==> src/rtl/multiplier_seq_if.sv <==
// Operand/result handshake bundle for multiplier_seq.
// Carries the ovf flag only when MULT_SEQ_OVF_EN is defined.
interface multiplier_seq_if #(
  parameter int W = 32
);
  logic           in_valid;
  logic           in_ready;
  logic [W-1:0]   a;
  logic [W-1:0]   b;
  logic           is_signed;
  logic           out_valid;
  logic           out_ready;
  logic [2*W-1:0] product;
`ifdef MULT_SEQ_OVF_EN
  logic           ovf;

  modport slave (
    input  in_valid, a, b, is_signed, out_ready,
    output in_ready, out_valid, product, ovf
  );

  modport master (
    output in_valid, a, b, is_signed, out_ready,
    input  in_ready, out_valid, product, ovf
  );
`else
  modport slave (
    input  in_valid, a, b, is_signed, out_ready,
    output in_ready, out_valid, product
  );

  modport master (
    output in_valid, a, b, is_signed, out_ready,
    input  in_ready, out_valid, product
  );
`endif
endinterface

==> src/rtl/multiplier_seq.sv <==
// Sequential radix-4 Booth multiplier, one digit per cycle, W/2+1 cycles per product.
// Optional overflow flag enabled by defining MULT_SEQ_OVF_EN.
module multiplier_seq #(
  parameter int W = 32
) (
  input  logic          clk,
  input  logic          rst,
  multiplier_seq_if.slave bus
);

  localparam int N  = W / 2 + 1;
  localparam int CW = $clog2(N);

  typedef enum logic [1:0] {
    IDLE,
    BUSY,
    DONE
  } state_t;

  state_t         state_q;
  state_t         state_d;
  logic [CW-1:0]  cnt_q;
  logic [2*W-1:0] acc_q;
  logic [2*W-1:0] acc_d;
  logic [2*W-1:0] mcand_q;
  logic [2*W-1:0] pp;
  logic [2*W-1:0] product_q;
  logic [W+1:0]   mplier_q;
  logic           prev_q;
  logic           accept;
  logic           last;

  assign accept = (state_q == IDLE) && bus.in_valid;
  assign last   = (state_q == BUSY) && (cnt_q == CW'(N - 1));

  // NOTE: sequential state uses non-blocking assignments so every register
  // samples pre-edge values regardless of block ordering.
  always_ff @(posedge clk) begin
    if (rst) state_q <= IDLE;
    else     state_q <= state_d;
  end

  // NOTE: every output of this block gets a default first, so no path can
  // leave a signal unassigned and infer a latch.
  always_comb begin
    state_d       = state_q;
    bus.in_ready  = 1'b0;
    bus.out_valid = 1'b0;
    case (state_q)
      IDLE: begin
        bus.in_ready = 1'b1;
        if (bus.in_valid) state_d = BUSY;
      end
      BUSY: begin
        if (last) state_d = DONE;
      end
      DONE: begin
        bus.out_valid = 1'b1;
        if (bus.out_ready) state_d = IDLE;
      end
      default: state_d = IDLE;
    endcase
  end

  // Booth digit from {b[2i+1], b[2i], b[2i-1]}; arithmetic is mod 2^(2W),
  // which is exact for the truncated 2W-bit result.
  always_comb begin
    pp = '0;
    case ({mplier_q[1:0], prev_q})
      3'b001, 3'b010: pp = mcand_q;
      3'b011:         pp = mcand_q << 1;
      3'b100:         pp = -(mcand_q << 1);
      3'b101, 3'b110: pp = -mcand_q;
      default:        pp = '0;
    endcase
  end

  assign acc_d = acc_q + pp;

  // NOTE: operand shift registers carry no reset; they are always loaded on
  // accept before being read, so only control and visible outputs reset.
  always_ff @(posedge clk) begin
    if (rst) begin
      acc_q     <= '0;
      cnt_q     <= '0;
      product_q <= '0;
    end else if (accept) begin
      acc_q    <= '0;
      cnt_q    <= '0;
      mcand_q  <= bus.is_signed ? {{W{bus.a[W-1]}}, bus.a} : {{W{1'b0}}, bus.a};
      mplier_q <= {{2{bus.is_signed & bus.b[W-1]}}, bus.b};
      prev_q   <= 1'b0;
    end else if (state_q == BUSY) begin
      acc_q    <= acc_d;
      cnt_q    <= cnt_q + 1'b1;
      mcand_q  <= mcand_q << 2;
      mplier_q <= mplier_q >> 2;
      prev_q   <= mplier_q[1];
      if (last) product_q <= acc_d;
    end
  end

  assign bus.product = product_q;

`ifdef MULT_SEQ_OVF_EN
  logic signed_q;
  logic ovf_q;
  logic ovf_d;

  // Signed fit needs the top W+1 bits to be one sign; unsigned needs top W zero.
  assign ovf_d = signed_q ? !((&acc_d[2*W-1:W-1]) || !(|acc_d[2*W-1:W-1]))
                          : (|acc_d[2*W-1:W]);

  always_ff @(posedge clk) begin
    if (rst) begin
      ovf_q <= 1'b0;
    end else if (accept) begin
      signed_q <= bus.is_signed;
    end else if (last) begin
      ovf_q <= ovf_d;
    end
  end

  assign bus.ovf = ovf_q;
`endif

endmodule

==> src/flat_wrapper.sv <==
// flat-port wrapper written by rule: the top's interface ports become plain ports
module multiplier_seq_flat 
#(
  parameter int W = 32
)
  (clk, rst, bus_in_valid, bus_a, bus_b, bus_is_signed, bus_out_ready, bus_in_ready, bus_out_valid, bus_product);
  multiplier_seq_if #(.W(W)) bus_i ();
  input  logic clk;
  input  logic rst;
  input wire logic [$bits(bus_i.in_valid)-1:0] bus_in_valid;
  input wire logic [$bits(bus_i.a)-1:0] bus_a;
  input wire logic [$bits(bus_i.b)-1:0] bus_b;
  input wire logic [$bits(bus_i.is_signed)-1:0] bus_is_signed;
  input wire logic [$bits(bus_i.out_ready)-1:0] bus_out_ready;
  output wire logic [$bits(bus_i.in_ready)-1:0] bus_in_ready;
  output wire logic [$bits(bus_i.out_valid)-1:0] bus_out_valid;
  output wire logic [$bits(bus_i.product)-1:0] bus_product;
  assign bus_i.in_valid = bus_in_valid;
  assign bus_i.a = bus_a;
  assign bus_i.b = bus_b;
  assign bus_i.is_signed = bus_is_signed;
  assign bus_i.out_ready = bus_out_ready;
  assign bus_in_ready = bus_i.in_ready;
  assign bus_out_valid = bus_i.out_valid;
  assign bus_product = bus_i.product;
  multiplier_seq #(.W(W)) u_core (.clk(clk), .rst(rst), .bus(bus_i));
endmodule
==> config.mk <==
export PLATFORM = sky130hd
export DESIGN_NAME = multiplier_seq_flat
export DESIGN_NICKNAME = d
export VERILOG_FILES = /design/src/rtl/multiplier_seq_if.sv /design/src/rtl/multiplier_seq.sv /design/src/flat_wrapper.sv
export SDC_FILE = /design/constraint.sdc
export NUM_CORES = 1
export LEC_CHECK = 0
export ABC_AREA = 1
export BUFFER_PORTS_ARGS = -buffer_cell sky130_fd_sc_hd__buf_2
export CAP_MARGIN = 15
export CORE_ASPECT_RATIO = 0.8
export CORE_MARGIN = 2
export CORE_UTILIZATION = 35
export CTS_CLUSTER_SIZE = 12
export DETAILED_ROUTE_END_ITERATION = 16
export SLEW_MARGIN = 25
export SYNTH_ARGS = -nofsm -noshare
export SYNTH_HDL_FRONTEND = slang
export SYNTH_SLANG_ARGS = --single-unit
==> constraint.sdc <==
create_clock -name clk -period 12.36 [get_ports clk]
set_input_delay 0.618 -clock clk [delete_from_list [all_inputs] [get_ports clk]]
set_output_delay 0.618 -clock clk [all_outputs]
set_load 0.005 [all_outputs]
==> results of run 1 <==
## final cells by class
type / instances / area share
Tap cell: 629 / 0.0407
Timing Repair Buffer: 148 / 0.0402
Inverter: 411 / 0.0799
Clock inverter: 20 / 0.0115
Antenna cell: 2 / 0.000259
Clock buffer: 32 / 0.0381
Sequential cell: 233 / 0.292
Multi-Input combinational cell: 1876 / 0.497
## tightest hold or removal path, cell delays in order
cell     delay [ps]
buf_2            70
nand2_1          40
nand2_1          40
## flip-flops by register name, summed over array words and instances, names as in the netlist
signal	cells
u_core.acc_q	64
u_core.bus.product	64
u_core.cnt_q	5
u_core.mcand_q	64
u_core.mplier_q	33
u_core.prev_q	1
u_core.state_q	2
## power groups by stage
stage	clock (mW)	sequential [mW]	combinational, mW
floorplan	0	0.894	0.382
global placement	0	0.902	0.554
detailed placement	0	0.903	0.556
CTS	0.894	0.887	0.559
global route	0.921	0.892	0.634
finish	0.873	0.888	0.572
## how the worst max path moves through the flow
stage                                    to  slack (ps)  cells past startpoint
after floorplan           u_core.mcand_q[0]        6190                      3
after global placement     u_core.acc_q[59]        7550                     18
after detailed placement   u_core.acc_q[56]        7530                     20
after CTS                  u_core.acc_q[56]        7500                     20
after global routing       u_core.acc_q[59]        7160                     18
final                      u_core.acc_q[59]        7460                     18
## stage by stage
step	utilization	power (mW)	hold slack (ps)	cells
2_1_floorplan	-	1.28	450	2604
3_3_place_gp	0.380	1.46	459	3297
3_5_place_dp	0.380	1.46	460	3297
4_1_cts	0.400	2.34	268	3349
5_1_grt	0.400	2.45	292	3349
6_report	0.400	2.33	297	3351
## routing by layer
layer	track usage	share of wire	wire, um
met1	0.362	0.49	29600
met4	0.0444	0.020	1210
met2	0.337	0.39	23800
met5	0	0.00068	41
met3	0.0411	0.093	5570
## placed cells by master (no fill, tap or decap), types with 4 or more instances in the layout
| cell type | instances |
|---|---|
| o211ai_1 | 18 |
| a21oi_1 | 108 |
| o21a_1 | 44 |
| ha_1 | 66 |
| a221oi_1 | 7 |
| nor2_2 | 6 |
| buf_2 | 134 |
| a21o_1 | 7 |
| o2111ai_1 | 18 |
| a21boi_0 | 4 |
| nand2_1 | 613 |
| nor2_4 | 8 |
| clkinv_1 | 5 |
| or2_2 | 4 |
| clkinvlp_4 | 5 |
| nand3_1 | 181 |
| edfxtp_1 | 98 |
| a221o_1 | 5 |
| o21bai_1 | 33 |
| buf_4 | 14 |
| clkbuf_16 | 29 |
| nor3_1 | 24 |
| clkinv_2 | 7 |
| o22ai_1 | 27 |
| nor2_1 | 365 |
| nand2_2 | 4 |
| o21ai_0 | 197 |
| xnor2_1 | 8 |
| bufinv_16 | 4 |
| xor2_1 | 65 |
| a31oi_1 | 4 |
| nor4_1 | 6 |
| inv_1 | 406 |
| nand4_1 | 22 |
| nand3b_1 | 14 |
| dfxtp_1 | 135 |
## cells by family (layout without fill, tap and decap cells)
| family | Yosys count | count (layout) | share of synthesized area |
|---|---|---|---|
| AOI/OAI and AO/OA | 480 | 480 | 0.166 |
| and+or+nand+nor | 1255 | 1255 | 0.306 |
| DFF | 233 | 233 | 0.331 |
| buffers and inverters | 495 | 611 | 0.109 |
| xor gates and xnor gates | 74 | 74 | 0.0384 |
| other | 0 | 2 | 0 |
| adders and majority gates | 67 | 67 | 0.0496 |
==> qor.yml, run 1 <==
clock_tree:
  htreeDepth: 1
  tritoncts: "done"
  cts-root-buf: "clkbuf_16"
  insertion_delay_ps: 590
  cts_buffers: 29
  cts_sinks: 233
  cts_hold_buf: 0
  clockBufferDepth: 3
  post_cts_buffers: 0
  cts.repair.resized: 0
  clk_pin_slew_ps: 60
drt:
  finalWirelength_mm: 60.2
  drt-wirelength-per-cell_um: 18.0
  num_vias: 17500
  drtIter0Drc: 1853
  drtAntennaViolNets: 0
  drc_errors: 0
  dr.pass1.iters: 6
  viasPerCell: 5.23
placed_design:
  port_buffers: 134
  hpwl_mm: 46.8
  place_area_mm2: 0.0184
  place_congestion: 1.04
  detailedPlace.worstSlack_ps: 7530
timing:
  fin_tns_setup_ps: 0
  setup_violations: 0
  min_period_ps: 4900
  tightest_slew_ps: 984
  finalCritPeriodShare: 0.397
  setup_ws_ps: 7460
  maxSlewHeadroom: 0.340
  fin_skew_ps: 20.4
  report.final.slew_viol_count: 0
  fmax_mhz: 204
  rsz0062_at_grt: "false"
  hold_violations: 0
status:
  outcome: "finished, final reports clean"
critical_path:
  rrSetupSlack_ps: 7460
  critPathCaptureType: "flip-flop"
  critical-path-max-stage-delay_ps: 580
  crit_start: "u_core.mplier_q[0]"
  crit_required_ps: 12840
  r2r_end: "u_core.acc_q[59]"
  cp_slowest_cell: "o21ai_0"
  cp_num_buf_inv: 3
  crit_fanout: 56
  crit_top_cell: "nand2_1"
  cp_top_family: "compound AO/OA/AOI/OAI gates"
  crit_path_cell_trace: "or2_2 -> nand3_2 -> buf_4 -> inv_1 -> a221oi_1 -> o21ai_0 -> ha_1 -> nand2_1 -> o21ai_0 -> a21oi_1 -> o21ai_0 -> nand2_1 -> nand2_1 -> nand2_1 -> nand3_1 -> nand3_1 -> nand2_1 -> inv_1"
  worstPathArrival_ps: 5380
  crit_path_start_kind: "flip-flop"
  r2r_start: "u_core.mplier_q[0]"
  r2r_cells: 18
  criticalPathCategory: "flip-flop to flip-flop"
logic_synthesis:
  syn-instance-count: 2604
  yosys.area.top_type: "edfxtp_1"
  synth_cell_types: 46
  syn_nets: 2740
  synth_top_cell_area_share: 0.172
  ys_seq_area_frac: 0.331
  synth_edf_count: 98
  ys_ff_latch: 233
  synth.most_common_cell: "nand2_1"
  yosysWarnings: 0
  syn_avg_cell_area_um2: 6.55
  async_flop_share: 0
  ys_top_cells_by_count: "nand2_1, inv_1, nor2_1"
  synth_area_leaders: "edfxtp_1, dfxtp_1, nand2_1, inv_1, nor2_1"
  synth-main-ff-cell: "dfxtp_1"
  syn_area_mm2: 0.0171
min_path:
  whs_path_depth: 3
  holdPathEnd: "u_core.mplier_q[12]"
  min_from: "bus_b[12]"
  min_path_type: "primary input to flip-flop"
pwr:
  leakage_nw: 9.10
  power.density_mw_per_mm2: 121
  ir_drop_uv: 97.1
  switching_share: 0.342
  seqPwrFrac: 0.381
  netSwitchingPower_mw: 0.798
  p_clk_frac: 0.374
  combPwrFrac: 0.245
  internal_power_mw: 1.53
cells_and_area:
  final_nets: 2835
  seq_area_mm2: 0.00565
  drive_above_1_share: 0.0838
  final_area_mm2: 0.0193
  multi_input_area_mm2: 0.00960
  n_fill_cell: 5133
  area_delta_synth_final_pct: 13.2
global_routing:
  antenna_found_initial: 7
  grt_usage: 0.234
  grt_first_pass_wirelength_mm: 93.0
  grt.overflow.total: 0
  grt_max_degree: 98
  first_global_vias: 16200
floorplan:
  dieArea_mm2: 0.0506
  start_util: 0.353
  core-area_mm2: 0.0483
  num_rows: 72
  num_io_pins: 135
  die_y_um: 202
  die_w_um: 251
job:
  maxCapViolations: 0
Power figures use the tool's default switching activity.
==> inputs of run 2 (changes only) <==
Clock period 12.36 ns to 5 ns, I/O delays scaled along.
==> qor.yml, run 2 (same netlist as run 1, synthesis figures left out) <==
drt:
  dr.pass1.iters: 6  # unchanged
  drtIter0Drc: 1798  # was 1853
  finalWirelength_mm: 62.6  # was 60.2 mm
  drtAntennaViolNets: 0  # unchanged
  viasPerCell: 5.24  # was 5.23
  drt-wirelength-per-cell_um: 18.3  # was 18.0 um
  num_vias: 17900  # was 17500
  drc_errors: 0  # unchanged
timing:
  report.final.slew_viol_count: 0  # unchanged
  tightest_slew_ps: 925  # was 984 ps
  min_period_ps: 4670  # was 4900 ps
  fmax_mhz: 214  # was 204 MHz
  finalCritPeriodShare: 0.933  # was 0.397
  fin_tns_setup_ps: 0  # unchanged
  rsz0062_at_grt: "false"  # unchanged
  fin_skew_ps: 30.6  # was 20.4 ps
  maxSlewHeadroom: 0.381  # was 0.340
  setup_ws_ps: 333  # was 7460 ps
  hold_violations: 0  # unchanged
  setup_violations: 0  # unchanged
floorplan:
  num_rows: 72  # unchanged
  start_util: 0.353  # unchanged
  core-area_mm2: 0.0483  # unchanged
  dieArea_mm2: 0.0506  # unchanged
  num_io_pins: 135  # unchanged
  die_y_um: 202  # unchanged
  die_w_um: 251  # unchanged
critical_path:
  cp_num_buf_inv: 5  # was 3
  criticalPathCategory: "flip-flop to flip-flop"  # unchanged
  worstPathArrival_ps: 5120  # was 5380 ps
  crit_fanout: 6  # was 56
  crit_required_ps: 5450  # was 12840 ps
  cp_slowest_cell: "o21ai_0"  # unchanged
  cp_top_family: "simple AND/OR/NAND/NOR gates"  # was compound AO/OA/AOI/OAI gates
  crit_path_start_kind: "flip-flop"  # unchanged
  rrSetupSlack_ps: 330  # was 7460 ps
  critPathCaptureType: "flip-flop"  # unchanged
  crit_top_cell: "nand2_1"  # unchanged
  critical-path-max-stage-delay_ps: 430  # was 580 ps
cells_and_area:
  n_fill_cell: 5122  # was 5133
  final_nets: 2911  # was 2835
  stdcell_count: 3422  # was 3351
  num_antenna_cells: 0  # was 2
  area_delta_synth_final_pct: 17.8  # was 13.2%
  layout_commonest_cell: "nand2_1"  # unchanged
  multi_input_area_mm2: 0.00966  # was 0.00960 mm^2
  final_cell_mix: "nand2_1, inv_1, nor2_1"  # unchanged
  seq_area_mm2: 0.00565  # unchanged
  drive_above_1_share: 0.0881  # was 0.0838
global_routing:
  use_met2: 0.334  # was 0.337
  grt.overflow.total: 0  # unchanged
  top_usage_layer: "met1"  # unchanged
  grt.met3_usage: 0.0569  # was 0.0411
  grt.met1_usage: 0.374  # was 0.362
  grt_max_degree: 69  # was 98
  grt_first_pass_wirelength_mm: 96.0  # was 93.0 mm
  first_global_vias: 16600  # was 16200
  grt_usage: 0.242  # was 0.234
  antenna_found_initial: 2  # was 7
placed_design:
  dpl.cell_count: 3311  # was 3297
  place_congestion: 1.01  # was 1.04
  hpwl_mm: 48.6  # was 46.8 mm
  detailedPlace.worstSlack_ps: 407  # was 7530 ps
  port_buffers: 134  # unchanged
clock_tree:
  cts_sinks: 233  # unchanged
  insertion_delay_ps: 580  # was 590 ps
  cts-root-buf: "clkbuf_16"  # unchanged
  tritoncts: "done"  # unchanged
  cts_buffers: 27  # was 29
  clk_pin_slew_ps: 60  # about the same
  clockBufferDepth: 3  # unchanged
  htreeDepth: 1  # unchanged
status:
  outcome: "finished, final reports clean"  # unchanged
pwr:
  finalPower_mw: 5.87  # was 2.33 mW
  power.density_mw_per_mm2: 292  # was 121 mW/mm^2
  leakage_nw: 9.44  # was 9.10 nW
  ir_drop_uv: 221  # was 97.1 uV
job:
  maxCapViolations: 0  # unchanged
min_path:
  min_path_type: "primary input to flip-flop"  # unchanged
## run 2: final timing paths
| check | startpoint | to | cells after the start |
|---|---|---|---|
| max | u_core.mcand_q[1] | u_core.acc_q[56] | 28 |
| min | bus_a[15] | u_core.mcand_q[15] | 3 |
| max reg2reg | u_core.mcand_q[1] | u_core.acc_q[56] | 28 |
| min reg2reg | u_core.bus.product[1] | u_core.bus.product[1] | 2 |
## run 2: timing repair
item,4_1_cts,5_1_grt
setup endpoints to repair,0,14
gates resized for setup,0,12
buffers inserted,0,1
endpoints found under the hold margin,65,0
hold buffers,63,0
## run 2: metrics by stage
step	hold slack (ps)	util	instance area, um^2
final	30.3	0.416	20100
after global routing	39.7	0.416	20100
after CTS	10.1	0.415	20000
after detailed placement	469	0.382	18500
after global placement	460	0.382	18500
after floorplan	420	-	17100
## run 2: worst reg2reg max path: cells and delay by family (launching register included)
| kind | cells | cell delay (ps) |
|---|---|---|
| buf+inv | 5 | 440 |
| fa+ha+maj | 2 | 580 |
| compound gates | 5 | 1280 |
| flops | 1 | 400 |
| simple gates | 16 | 1860 |
## run 2: cell type report
type / count / share of cell area
clock buffer: 35 / 0.0361
clock inverter: 12 / 0.0110
inverter: 411 / 0.0768
multi-input combinational: 1876 / 0.480
sequential: 233 / 0.281
tap: 629 / 0.0392
timing repair buffer: 226 / 0.0756
## run 2: metal layers
metal,wire length [um],part of all wire,vias up
met2,24300,0.39,764
met5,13,0.00021,-
met3,6220,0.099,89
met4,1510,0.024,2
met1,30600,0.49,8303
li1,-,-,8783
## run 2: report_power, final
| group | internal, mW | switching, mW | total, mW |
|---|---|---|---|
| sequential | 2.11 | 0.0871 | 2.20 |
| combinational | 0.461 | 1.04 | 1.50 |
| clock | 1.33 | 0.847 | 2.18 |
| total | 3.90 | 1.97 | 5.87 |
